**src/rtl/pipe_pkg.sv**
```systemverilog
// Shared definitions for the pipeline stage registers (ID/EX, EX/MEM, MEM/WB).
// Control-bit layout and the default-width ID/EX payload live here.
package pipe_pkg;

    localparam int CTRL_W        = 5;
    localparam int CTRL_REGWRITE = 4;
    localparam int CTRL_WDC      = 3;
    localparam int CTRL_CBWRITE  = 2;
    localparam int CTRL_MEMWRITE = 1;
    localparam int CTRL_MEMREAD  = 0;

    localparam int DEF_DATA_W   = 8;
    localparam int DEF_ADDR_W   = 3;
    localparam int DEF_IMM_W    = 5;
    localparam int DEF_ALUCTL_W = 4;

    typedef struct packed {
        logic [DEF_ALUCTL_W-1:0] alucontrol;
        logic [CTRL_W-1:0]       ctrl;
        logic [DEF_DATA_W-1:0]   rs_data;
        logic [DEF_DATA_W-1:0]   rt_data;
        logic [DEF_ADDR_W-1:0]   rs_addr;
        logic [DEF_ADDR_W-1:0]   rt_addr;
        logic [DEF_ADDR_W-1:0]   write_addr;
        logic [DEF_IMM_W-1:0]    immediate;
    } idex_payload_t;

    function automatic int idex_width(input int data_w, input int addr_w,
                                      input int imm_w, input int aluctl_w);
        return aluctl_w + CTRL_W + 2 * data_w + 3 * addr_w + imm_w;
    endfunction

endpackage

```
**src/rtl/pipe_idex_skid_slot.sv**
```systemverilog
// Payload + valid register with load/clear; clear wins so a flush can never be overridden.
// Payload holds its value when cleared and resets to zero.
module skid_slot #(
    parameter int W = 8
) (
    input  logic         clk_i,
    input  logic         rst_n_i,
    input  logic         load_i,
    input  logic         clear_i,
    input  logic [W-1:0] d_i,
    output logic [W-1:0] q_o,
    output logic         valid_o
);

    logic [W-1:0] r_q;
    logic         r_valid;

    always_ff @(posedge clk_i or negedge rst_n_i) begin
        if (!rst_n_i) begin
            r_q     <= '0;
            r_valid <= 1'b0;
        end else if (clear_i) begin
            r_valid <= 1'b0;
        end else if (load_i) begin
            r_q     <= d_i;
            r_valid <= 1'b1;
        end
    end

    assign q_o     = r_q;
    assign valid_o = r_valid;

endmodule

```
**src/rtl/pipe_idex_skid.sv**
```systemverilog
// ID/EX stage register with a two-entry skid buffer (main drives EX, skid absorbs one
// beat of back-pressure) and synchronous flush; invalid slots present as bubbles.
module pipe_idex_skid
    import pipe_pkg::*;
#(
    parameter int DATA_W   = 8,
    parameter int ADDR_W   = 3,
    parameter int IMM_W    = 5,
    parameter int ALUCTL_W = 4
) (
    input  logic                clk_i,
    input  logic                rst_n_i,
    input  logic                flush_i,
    input  logic                in_valid_i,
    output logic                in_ready_o,
    input  logic [ALUCTL_W-1:0] alucontrol_i,
    input  logic [CTRL_W-1:0]   ctrl_i,
    input  logic [DATA_W-1:0]   rs_data_i,
    input  logic [DATA_W-1:0]   rt_data_i,
    input  logic [ADDR_W-1:0]   rs_addr_i,
    input  logic [ADDR_W-1:0]   rt_addr_i,
    input  logic [ADDR_W-1:0]   write_addr_i,
    input  logic [IMM_W-1:0]    immediate_i,
    output logic                out_valid_o,
    input  logic                out_ready_i,
    output logic [ALUCTL_W-1:0] alucontrol_o,
    output logic [CTRL_W-1:0]   ctrl_o,
    output logic [DATA_W-1:0]   rs_data_o,
    output logic [DATA_W-1:0]   rt_data_o,
    output logic [ADDR_W-1:0]   rs_addr_o,
    output logic [ADDR_W-1:0]   rt_addr_o,
    output logic [ADDR_W-1:0]   write_addr_o,
    output logic [IMM_W-1:0]    immediate_o
);

    typedef struct packed {
        logic [ALUCTL_W-1:0] alucontrol;
        logic [CTRL_W-1:0]   ctrl;
        logic [DATA_W-1:0]   rs_data;
        logic [DATA_W-1:0]   rt_data;
        logic [ADDR_W-1:0]   rs_addr;
        logic [ADDR_W-1:0]   rt_addr;
        logic [ADDR_W-1:0]   write_addr;
        logic [IMM_W-1:0]    immediate;
    } pl_t;

    localparam int PL_W = idex_width(DATA_W, ADDR_W, IMM_W, ALUCTL_W);

    pl_t  w_in_pl;
    pl_t  w_main_d;
    pl_t  w_main_pl;
    pl_t  w_skid_pl;
    logic w_main_valid;
    logic w_skid_valid;
    logic w_accept;
    logic w_consume;
    logic w_main_take;
    logic w_main_load;
    logic w_main_clear;
    logic w_skid_load;
    logic w_skid_clear;
    logic w_skid_valid_nxt;
    logic r_in_ready;

    assign w_in_pl = '{alucontrol: alucontrol_i, ctrl: ctrl_i, rs_data: rs_data_i,
                       rt_data: rt_data_i, rs_addr: rs_addr_i, rt_addr: rt_addr_i,
                       write_addr: write_addr_i, immediate: immediate_i};

    // Flush has priority, so a same-cycle accept is simply never taken.
    assign w_accept    = in_valid_i & r_in_ready & ~flush_i;
    assign w_consume   = w_main_valid & out_ready_i;
    assign w_main_take = ~w_main_valid | w_consume;

    always_comb begin
        w_main_load  = 1'b0;
        w_main_clear = 1'b0;
        w_skid_load  = 1'b0;
        w_skid_clear = 1'b0;
        w_main_d     = w_in_pl;
        if (flush_i) begin
            w_main_clear = 1'b1;
            w_skid_clear = 1'b1;
        end else if (w_main_take) begin
            if (w_skid_valid) begin
                w_main_load = 1'b1;
                w_main_d    = w_skid_pl;
                w_skid_load = w_accept;
                w_skid_clear = ~w_accept;
            end else if (w_accept) begin
                w_main_load = 1'b1;
            end else begin
                w_main_clear = 1'b1;
            end
        end else begin
            w_skid_load = w_accept;
        end
    end

    always_comb begin
        w_skid_valid_nxt = w_skid_valid;
        if (w_skid_clear)
            w_skid_valid_nxt = 1'b0;
        else if (w_skid_load)
            w_skid_valid_nxt = 1'b1;
    end

    // Registered ready mirrors the next skid state, so out_ready_i never reaches in_ready_o.
    always_ff @(posedge clk_i or negedge rst_n_i) begin
        if (!rst_n_i)
            r_in_ready <= 1'b1;
        else
            r_in_ready <= ~w_skid_valid_nxt;
    end

    skid_slot #(.W(PL_W)) u_main (
        .clk_i   (clk_i),
        .rst_n_i (rst_n_i),
        .load_i  (w_main_load),
        .clear_i (w_main_clear),
        .d_i     (w_main_d),
        .q_o     (w_main_pl),
        .valid_o (w_main_valid)
    );

    skid_slot #(.W(PL_W)) u_skid (
        .clk_i   (clk_i),
        .rst_n_i (rst_n_i),
        .load_i  (w_skid_load),
        .clear_i (w_skid_clear),
        .d_i     (w_in_pl),
        .q_o     (w_skid_pl),
        .valid_o (w_skid_valid)
    );

    assign in_ready_o   = r_in_ready;
    assign out_valid_o  = w_main_valid;
    assign alucontrol_o = w_main_valid ? w_main_pl.alucontrol : '0;
    assign ctrl_o       = w_main_valid ? w_main_pl.ctrl : '0;
    assign rs_data_o    = w_main_pl.rs_data;
    assign rt_data_o    = w_main_pl.rt_data;
    assign rs_addr_o    = w_main_pl.rs_addr;
    assign rt_addr_o    = w_main_pl.rt_addr;
    assign write_addr_o = w_main_pl.write_addr;
    assign immediate_o  = w_main_pl.immediate;

endmodule

```
**config.mk**
```make
export PLATFORM = sky130hd
export DESIGN_NAME = pipe_idex_skid
export DESIGN_NICKNAME = d
export VERILOG_FILES = /design/src/rtl/pipe_pkg.sv /design/src/rtl/pipe_idex_skid_slot.sv /design/src/rtl/pipe_idex_skid.sv
export SDC_FILE = /design/constraint.sdc
export NUM_CORES = 1
export LEC_CHECK = 0
export BUFFER_PORTS_ARGS = -buffer_cell sky130_fd_sc_hd__buf_2
export CORE_AREA = 2 2 108 110
export DETAILED_ROUTE_END_ITERATION = 10
export DIE_AREA = 0 0 110 112
export GPL_TIMING_DRIVEN = 0
export PLACE_DENSITY_LB_ADDON = 0.08
export SLEW_MARGIN = 20
export SYNTH_ARGS = -nofsm -noshare
export SYNTH_HDL_FRONTEND = slang
export SYNTH_SLANG_ARGS = --single-unit
```
**constraint.sdc**
```tcl
create_clock -name clk_i -period 1.8 [get_ports clk_i]
set_clock_uncertainty 0.05 [all_clocks]
set_input_delay 0.36 -clock clk_i [delete_from_list [all_inputs] [get_ports clk_i]]
set_output_delay 0.36 -clock clk_i [all_outputs]
set_load 0.01 [all_outputs]
```
==> flow_summary.toml, run 1 <==
[status]
outcome = "completed"

[sta]
min_period_ns = 1.77
rsz0062_at_grt = "true"
final_hold_viol_count = 0
slew_viol_final = 0
tns_ns = 0
worst_pin_slew_ns = 0.466
final-setup-viol-count = 0
timing.slew.headroom = 0.689
period_share = 0.986
setup_ws_ns = 0.0254
max_freq_ghz = 0.564

[cells_and_area]
layout.cells.most_common = "buf_2"
area_growth_pct = 25.9
stdcell_count = 530
num_antenna_cells = 0
drive_above_1_share = 0.527
post-route-util = 0.432
fill_cells = 1072
final_cell_mix = "buf_2, dfrtp_1, buf_4"
final_nets = 426

[yosys]
postSynthCellCount = 280
synth_cell_types = 26
synth-compound-area-share = 0.124
yosysSeqAreaShare = 0.529
yosysWarnings = 0
synth_area_per_cell_um2 = 13.7
ys_ff_latch = 81
syn_nets = 324
synthMuxAreaShare = 0.114
synthXorXnorAreaFrac = 0
yosys.area_share.simple = 0.129
syn_area_mm2 = 0.00384
synth_adder_area_share = 0.00261
synth_top_family_by_area = "simple AND/OR/NAND/NOR gates"

[worst_setup_path]
reg2regPathDepth = 4
critPathCaptureType = "register"
crit_start = "in_ready_o$_DFF_PN1_"
path_max_fanout = 10
r2r_start = "in_ready_o$_DFF_PN1_"
r2r_end = "u_main.q_o[27]$_DFFE_PN0P_"
critPathLaunchType = "register"
r2r_slack_ns = 0.03
crit_arrival_ns = 1.94
criticalPathCategory = "reg -> reg"
required_ns = 1.97

[power]
ir_drop_mv = 0.425
p_int_uw = 4090
p_seq_frac = 0.453
switching_share = 0.250
p_comb_frac = 0.213
total_power_uw = 5450
leakage_uw = 0.00209
p_per_area_mw_per_mm2 = 1130
clockPowerShare = 0.335
p_switching_uw = 1360

[routing]
drc = 0
viasPerCell = 4.94
ant_nets = 0
drt_iter0_drc = 67
dr.pass1.iters = 4
vias = 2617
wl_per_cell_um = 16.9
wl_um = 8930

[global_routing]
grt_pass1_wl_um = 14200
grt_start_max_net_pins = 51
grt_pass1_vias = 2671
grt_usage = 0.152
antenna_found_initial = 0
overflow = 0

[flow_run]
drv_cap = 0

[die]
row_count = 39
initial_core_util = 0.343
core_mm2 = 0.0112
die-width_um = 110
io_pins = 85
die-area_mm2 = 0.0123
die_h_um = 112

[cts]
h-tree-depth = 3
clock_path_buffers = 2
cts.clk_slew.worst_paths_ns = 0.06
cts-root-buf = "clkbuf_16"
numCtsBuffers = 9
clkLatencyLatePin_ns = 0.33
cts_tree = "built"
clock-sinks = 81

[worst_hold_path]
hold_start = "immediate_i[2]"
hold_depth = 2
min_to = "u_skid.q_o[2]$_DFFE_PN0P_"
worst_hold_path_type = "in -> reg"

[placement]
dpl.cell_count = 508
gp_congestion = 0.713
portBuffers = 84
hpwl_um = 5910
dpl_worst_slack_ns = -0.107
==> worst max path at each step <==
stage                                             to  cells after the start
after floorplan           u_main.q_o[10]$_DFFE_PN0P_                      5
after global routing      u_main.q_o[31]$_DFFE_PN0P_                      4
final                     u_main.q_o[27]$_DFFE_PN0P_                      4
after detailed placement  u_main.q_o[10]$_DFFE_PN0P_                      4
after CTS                 u_main.q_o[29]$_DFFE_PN0P_                      4
after global placement    u_main.q_o[19]$_DFFE_PN0P_                      1
==> per-layer routing <==
metal / GRT usage / part of all wire / vias to the layer above
met2: 0.237 / 0.47 / 50
met1: 0.204 / 0.47 / 1316
met5: 0 / 0 / -
met4: 0.0532 / 0.015 / 0
met3: 0.0386 / 0.040 / 10
li1: - / - / 1241
==> through the flow <==
stage	area, um2	hold WS (ns)
CTS	4790	0.204
global route	4830	0.218
finish	4830	0.212
global placement	4440	0.417
detailed placement	4470	0.298
floorplan	3840	0.0144
==> registers in the layout (all words and copies together) (netlist names) <==
name and count:
u_main.valid_o 1, in_ready_o 1, u_skid.valid_o 1, u_main.q_o 39
u_skid.q_o 39
==> cells by family (layout without fill, tap and decap cells) <==
logic type	after synthesis	after routing
AOI/OAI and AO/OA	45	45
adders and majority gates	1	1
buffers and inverters	56	163
DFF	81	81
muxes	39	39
and+or+nand+nor	58	58
==> worst max-delay path: stages, from the launching register on <==
cell and delay [ns]:
dfstp_2 0.56, nand2_4 0.08, or4_4 0.56, buf_8 0.18, o221a_1 0.23
==> cell type report <==
type	instances	area (um2)	area share
clock buffer	13	250	0.0518
multi-input combinational	143	1430	0.297
timing repair buffer	92	505	0.105
tap	143	179	0.0370
inverter	1	3.75	0.000777
buffer	54	389	0.0806
sequential	81	2030	0.420
clock inverter	3	40.0	0.00829
==> power groups by stage <==
stage               Clock [uW]  Sequential [uW]  Combinational (uW)
floorplan                    0             2440                 812
global placement             0             2480                1140
detailed placement           0             2500                1170
CTS                       1880             2470                1170
global route              1960             2520                1280
finish                    1820             2470                1160
==> timing repair <==
item | CTS | global route
resized for setup | 7 | 6
hold buffers | 1 | 0
setup endpoints to repair | 40 | 47
endpoints found under the hold margin | 30 | 0
setup buffers | 3 | 3
pin swaps | 1 | 4
==> synth_stat cells <==
master,n,area share
mux2_1,5,0.015
nand2_1,1,0.00098
or4b_2,7,0.018
clkbuf_1,11,0.011
inv_1,1,0.00098
buf_2,5,0.0065
dfstp_2,1,0.0069
buf_6,6,0.018
maj3_1,1,0.0026
or4_4,1,0.0029
nor2_1,2,0.0020
and2_1,11,0.018
nor3_1,2,0.0026
buf_4,33,0.065
o221a_1,30,0.088
nand2b_1,4,0.0065
a2bb2oi_1,4,0.0091
dfrtp_1,80,0.52
o31ai_1,4,0.0078
nor2b_4,1,0.0036
nand2_2,1,0.0016
o221a_2,5,0.015
or4b_1,28,0.073
o211ai_2,1,0.0033
a21oi_1,1,0.0013
mux2_2,34,0.10
No activity file was read; power rests on OpenSTA's default activity.
==> inputs of run 2 (changes only) <==
==> constraint.sdc (replaced) <==
create_clock -name clk_i -period 2.15 [get_ports clk_i]
set_clock_uncertainty 0.05 [all_clocks]
set_input_delay 0.43 -clock clk_i [delete_from_list [all_inputs] [get_ports clk_i]]
set_output_delay 0.43 -clock clk_i [all_outputs]
set_load 0.01 [all_outputs]
==> run 2 against run 1 <==
The flow now finishes with violations (hold timing). Die area unchanged. Critical path type unchanged. Final cell count is 1.1% lower. Largest power group unchanged. Sequential cell count unchanged. Highest routed layer unchanged.
==> flow_summary.toml, run 2 (synthesis gave the netlist of run 1 again) <==
[status]
outcome = "finished with violations"
failed_checks = "hold timing"

[die]
die-area_mm2 = 0.0123
die-width_um = 110
io_pins = 85
row_count = 39
core_mm2 = 0.0112
die_h_um = 112
initial_core_util = 0.343

[power]
p_int_uw = 3410
p_seq_frac = 0.455
p_switching_uw = 1130
ir_drop_mv = 0.357
p_per_area_mw_per_mm2 = 955
leakage_uw = 0.00205
clockPowerShare = 0.335
switching_share = 0.249
p_comb_frac = 0.210
total_power_uw = 4540

[cts]
clock-sinks = 81
postCtsSetupRepairBufs = 0
cts.clk_slew.worst_paths_ns = 0.06
clock_path_buffers = 2
cts.repair.resized = 0
holdBufCountCts = 0
numCtsBuffers = 9
clkLatencyLatePin_ns = 0.33
cts-root-buf = "clkbuf_16"
cts_tree = "built"
h-tree-depth = 3

[sta]
hold_slack_ns = -0.00782
min_period_ns = 1.87
max_freq_ghz = 0.533
final-setup-viol-count = 0
timing.slew.headroom = 0.651
setup_ws_ns = 0.275
worst_pin_slew_ns = 0.523
rsz0062_at_grt = "false"
slew_viol_final = 0
final_hold_viol_count = 4
period_share = 0.872

[routing]
dr.pass1.iters = 4
drc = 0
vias = 2609
viasPerCell = 4.98
wl_per_cell_um = 16.9
wl_um = 8870
drt_iter0_drc = 71
ant_nets = 0

[placement]
dpl_worst_slack_ns = 0.184
gp_congestion = 0.713
portBuffers = 84
hpwl_um = 5910

[worst_setup_path]
crit_arrival_ns = 2.04
critPathLaunchType = "register"
criticalPathCategory = "reg -> reg"
path_max_fanout = 11
critPathCaptureType = "register"
required_ns = 2.32

[global_routing]
grt_usage = 0.152
grt_pass1_wl_um = 14200
overflow = 0
grt_pass1_vias = 2674
grt_start_max_net_pins = 51
antenna_found_initial = 0

[cells_and_area]
layout.cells.most_common = "buf_2"
num_antenna_cells = 0
final_cell_mix = "buf_2, dfrtp_1, buf_4, mux2_2, o221a_1"
drive_above_1_share = 0.507
final_nets = 420
area_growth_pct = 24.0
post-route-util = 0.426

[flow_run]
drv_cap = 0

[worst_hold_path]
worst_hold_path_type = "in -> async"
==> run 2: cell types whose count changed in the layout (fill, tap and decap cells not counted), sizes merged <==
cell	previous run	this run
buf	135	129
clkbuf	23	24
dlygate4sd3	1	0
==> run 2: through the flow <==
step / std cells / TNS (ns) / instance area [um2]
final: 524 / 0 / 4760
after global routing: 524 / 0 / 4760
after global placement: 507 / -13.74 / 4440
after CTS: 524 / 0 / 4760
after detailed placement: 508 / 0 / 4470
after floorplan: 280 / 0 / 3840
==> run 2: metal layers <==
metal | track usage | share of wire | up-vias
met5 | 0 | 0 | -
met4 | 0.0532 | 0.011 | 0
met3 | 0.0386 | 0.043 | 7
met2 | 0.237 | 0.48 | 49
met1 | 0.203 | 0.46 | 1326
li1 | - | - | 1227
==> run 2: final timing paths <==
path	startpoint	end	slack [ns]	cells after the start
max	u_main.valid_o$_DFFE_PN0P_	u_main.q_o[26]$_DFFE_PN0P_	0.28	5
max reg2reg	u_main.valid_o$_DFFE_PN0P_	u_main.q_o[26]$_DFFE_PN0P_	0.28	5
min in group clk_i	immediate_i[3]	u_skid.q_o[3]$_DFFE_PN0P_	0.28	2
min	rst_n_i	u_skid.q_o[37]$_DFFE_PN0P_	-0.008	1
min reg2reg	u_skid.q_o[35]$_DFFE_PN0P_	u_skid.q_o[35]$_DFFE_PN0P_	0.43	1
max in group asynchronous	rst_n_i	u_main.q_o[23]$_DFFE_PN0P_	1.45	2
==> run 2: layout make-up <==
type | instances | area [um2]
Timing Repair Buffer | 85 | 450
Fill cell | 1077 | 6420
Clock inverter | 3 | 40.0
Sequential cell | 81 | 2030
Clock buffer | 13 | 250
Tap cell | 143 | 179
Multi-Input combinational cell | 143 | 1420
Inverter | 1 | 3.75
Buffer | 55 | 382
==> run 2: power groups by stage <==
stage | Sequential (uW) | Clock (uW) | Combinational [uW]
floorplan | 2040 | 0 | 680
global placement | 2080 | 0 | 954
detailed placement | 2090 | 0 | 977
CTS | 2070 | 1570 | 978
global route | 2120 | 1640 | 1050
finish | 2070 | 1520 | 953
==> run 2: worst max-delay path, cell delays in order, from the launching register on <==
cell and delay [ns]:
dfrtp_1 0.48, nor2b_4 0.19, buf_6 0.14, clkbuf_1 0.24, or4b_1 0.53, o221a_1 0.13
==> inputs of run 3 (changes only) <==
--- a/config.mk
+++ b/config.mk
@@ -6,9 +6,9 @@
 export NUM_CORES = 1
 export LEC_CHECK = 0
 export BUFFER_PORTS_ARGS = -buffer_cell sky130_fd_sc_hd__buf_2
-export CORE_AREA = 2 2 108 110
+export CORE_AREA = 2 2 93 95
 export DETAILED_ROUTE_END_ITERATION = 10
-export DIE_AREA = 0 0 110 112
+export DIE_AREA = 0 0 95 97
 export GPL_TIMING_DRIVEN = 0
 export PLACE_DENSITY_LB_ADDON = 0.08
 export SLEW_MARGIN = 20
==> run 3 against run 2 <==
The run now ends clean. Global-route usage rose by 3.9 points. Via count fell by 0.27%. Die area fell by 25%. Clock-buffer cell count did not move. Sequential share of layout area rose by 1.2 points. Clock power fell by 23%. Utilization rose by 14 points. Worst setup slack got worse by 0.0068 ns. Routed wire length fell by 9.1%. Combinational power fell by 0.4%. Critical path depth fell by 1.
==> flow_summary.toml, run 3 (synthesis gave the netlist of run 1 again) <==
[global_routing]
overflow = 0
grt_pass1_wl_um = 13500
grt_start_max_net_pins = 42
antenna_found_initial = 0
grt_usage = 0.190
grt_pass1_vias = 2752

[cts]
clock-sinks = 81
h-tree-depth = 3
cts-root-buf = "clkbuf_8"
cts_tree = "built"
clock_path_buffers = 2
cts.repair.resized = 0
postCtsSetupRepairBufs = 0
cts.clk_slew.worst_paths_ns = 0.08
clkLatencyLatePin_ns = 0.34
numCtsBuffers = 9
holdBufCountCts = 0

[sta]
final_hold_viol_count = 0
max_freq_ghz = 0.531
rsz0062_at_grt = "false"
hold_slack_ns = 0.0138
final-setup-viol-count = 0
min_period_ns = 1.88
tns_ns = 0
worst_pin_slew_ns = 0.545
slew_viol_final = 0
period_share = 0.875
timing.slew.headroom = 0.637

[worst_setup_path]
path_max_fanout = 11
r2r_slack_ns = 0.27
critPathCaptureType = "register"
r2r_start = "u_main.valid_o$_DFFE_PN0P_"
crit_start = "u_main.valid_o$_DFFE_PN0P_"
crit_slowest_cell = "dfrtp_1"
required_ns = 2.37
critPathLaunchType = "register"
crit_arrival_ns = 2.10
endpoint = "u_main.q_o[17]$_DFFE_PN0P_"
r2r_end = "u_main.q_o[17]$_DFFE_PN0P_"
crit_buf_inv = 1
critical-path-max-stage-delay_ns = 0.48
crit_cells = 4
worstPathCellList = "nor2b_4 -> nor3_1 -> clkbuf_1 -> o221a_1"
reg2regPathDepth = 4
crit_family = "simple AND/OR/NAND/NOR gates"
criticalPathCategory = "reg -> reg"

[routing]
dr.pass1.iters = 4
drt_iter0_drc = 64
drc = 0
ant_nets = 0
viasPerCell = 5.36
wl_per_cell_um = 16.6
vias = 2602
wl_um = 8060

[die]
initial_core_util = 0.472
die-width_um = 95
die_h_um = 97
core_mm2 = 0.00813
io_pins = 85
row_count = 33
die-area_mm2 = 0.00922

[placement]
gp_congestion = 0.710
portBuffers = 84
dpl-instance-area_mm2 = 0.00441
dpl.cell_count = 470
hpwl_um = 5570

[status]
outcome = "completed"

[cells_and_area]
stdcell_count = 485
final_nets = 420
area_growth_pct = 20.5
final_area_mm2 = 0.00462
num_antenna_cells = 0
layout.cells.most_common = "buf_2"
fill_cells = 687
drive_above_1_share = 0.513
final_cell_mix = "buf_2, dfrtp_1, buf_4, mux2_2, o221a_1"

[power]
leakage_uw = 0.00201
total_power_uw = 4190
ir_drop_mv = 0.387
p_per_area_mw_per_mm2 = 906

[flow_run]
drv_cap = 0

[worst_hold_path]
worst_hold_path_type = "in -> async"
## run 3: cell type report
type                            count  area [um2]  area share
Multi-Input combinational cell    143        1420       0.308
Clock buffer                       13         179      0.0387
Sequential cell                    81        2030       0.439
Tap cell                          105         131      0.0284
Timing Repair Buffer               85         443      0.0958
Buffer                             55         382      0.0825
Clock inverter                      2        35.0     0.00758
Inverter                            1        3.75    0.000812
## run 3: how the worst min path moves through the flow
stage	cells past startpoint	start	to
3_3_place_gp	1	u_skid.q_o[37]$_DFFE_PN0P_	u_skid.q_o[37]$_DFFE_PN0P_
2_1_floorplan	0	rst_n_i	u_main.q_o[0]$_DFFE_PN0P_
3_5_place_dp	1	rst_n_i	u_skid.q_o[37]$_DFFE_PN0P_
5_1_grt	1	rst_n_i	u_main.q_o[32]$_DFFE_PN0P_
4_1_cts	1	rst_n_i	u_skid.q_o[37]$_DFFE_PN0P_
6_report	1	rst_n_i	u_skid.q_o[37]$_DFFE_PN0P_
## run 3: metal layers
metal,up-vias,part of all wire,GRT usage
li1,1237,-,-
met1,1295,0.46,0.260
met2,61,0.48,0.302
met3,9,0.042,0.0382
met4,0,0.012,0.0635
met5,-,0,0
## run 3: through the flow
stage,worst slack (ns),util
detailed placement,0.227,0.542
CTS,0.241,0.569
floorplan,0.390,-
global placement,-0.0751,0.539
finish,0.268,0.569
global route,0.177,0.569
## run 3: where the power goes
part	leakage (uW)	total, uW	switching [uW]	internal, uW
logic	0.000958	949	361	587
registers	0.000941	2070	179	1890
clock network	0.000112	1170	515	656
total	0.00201	4190	1060	3130
## run 3: worst reg2reg max path, stage by stage, from the launching register on
cell      delay, ns
dfrtp_1        0.48
nor2b_4        0.19
nor3_1         0.35
clkbuf_1       0.47
o221a_1        0.27
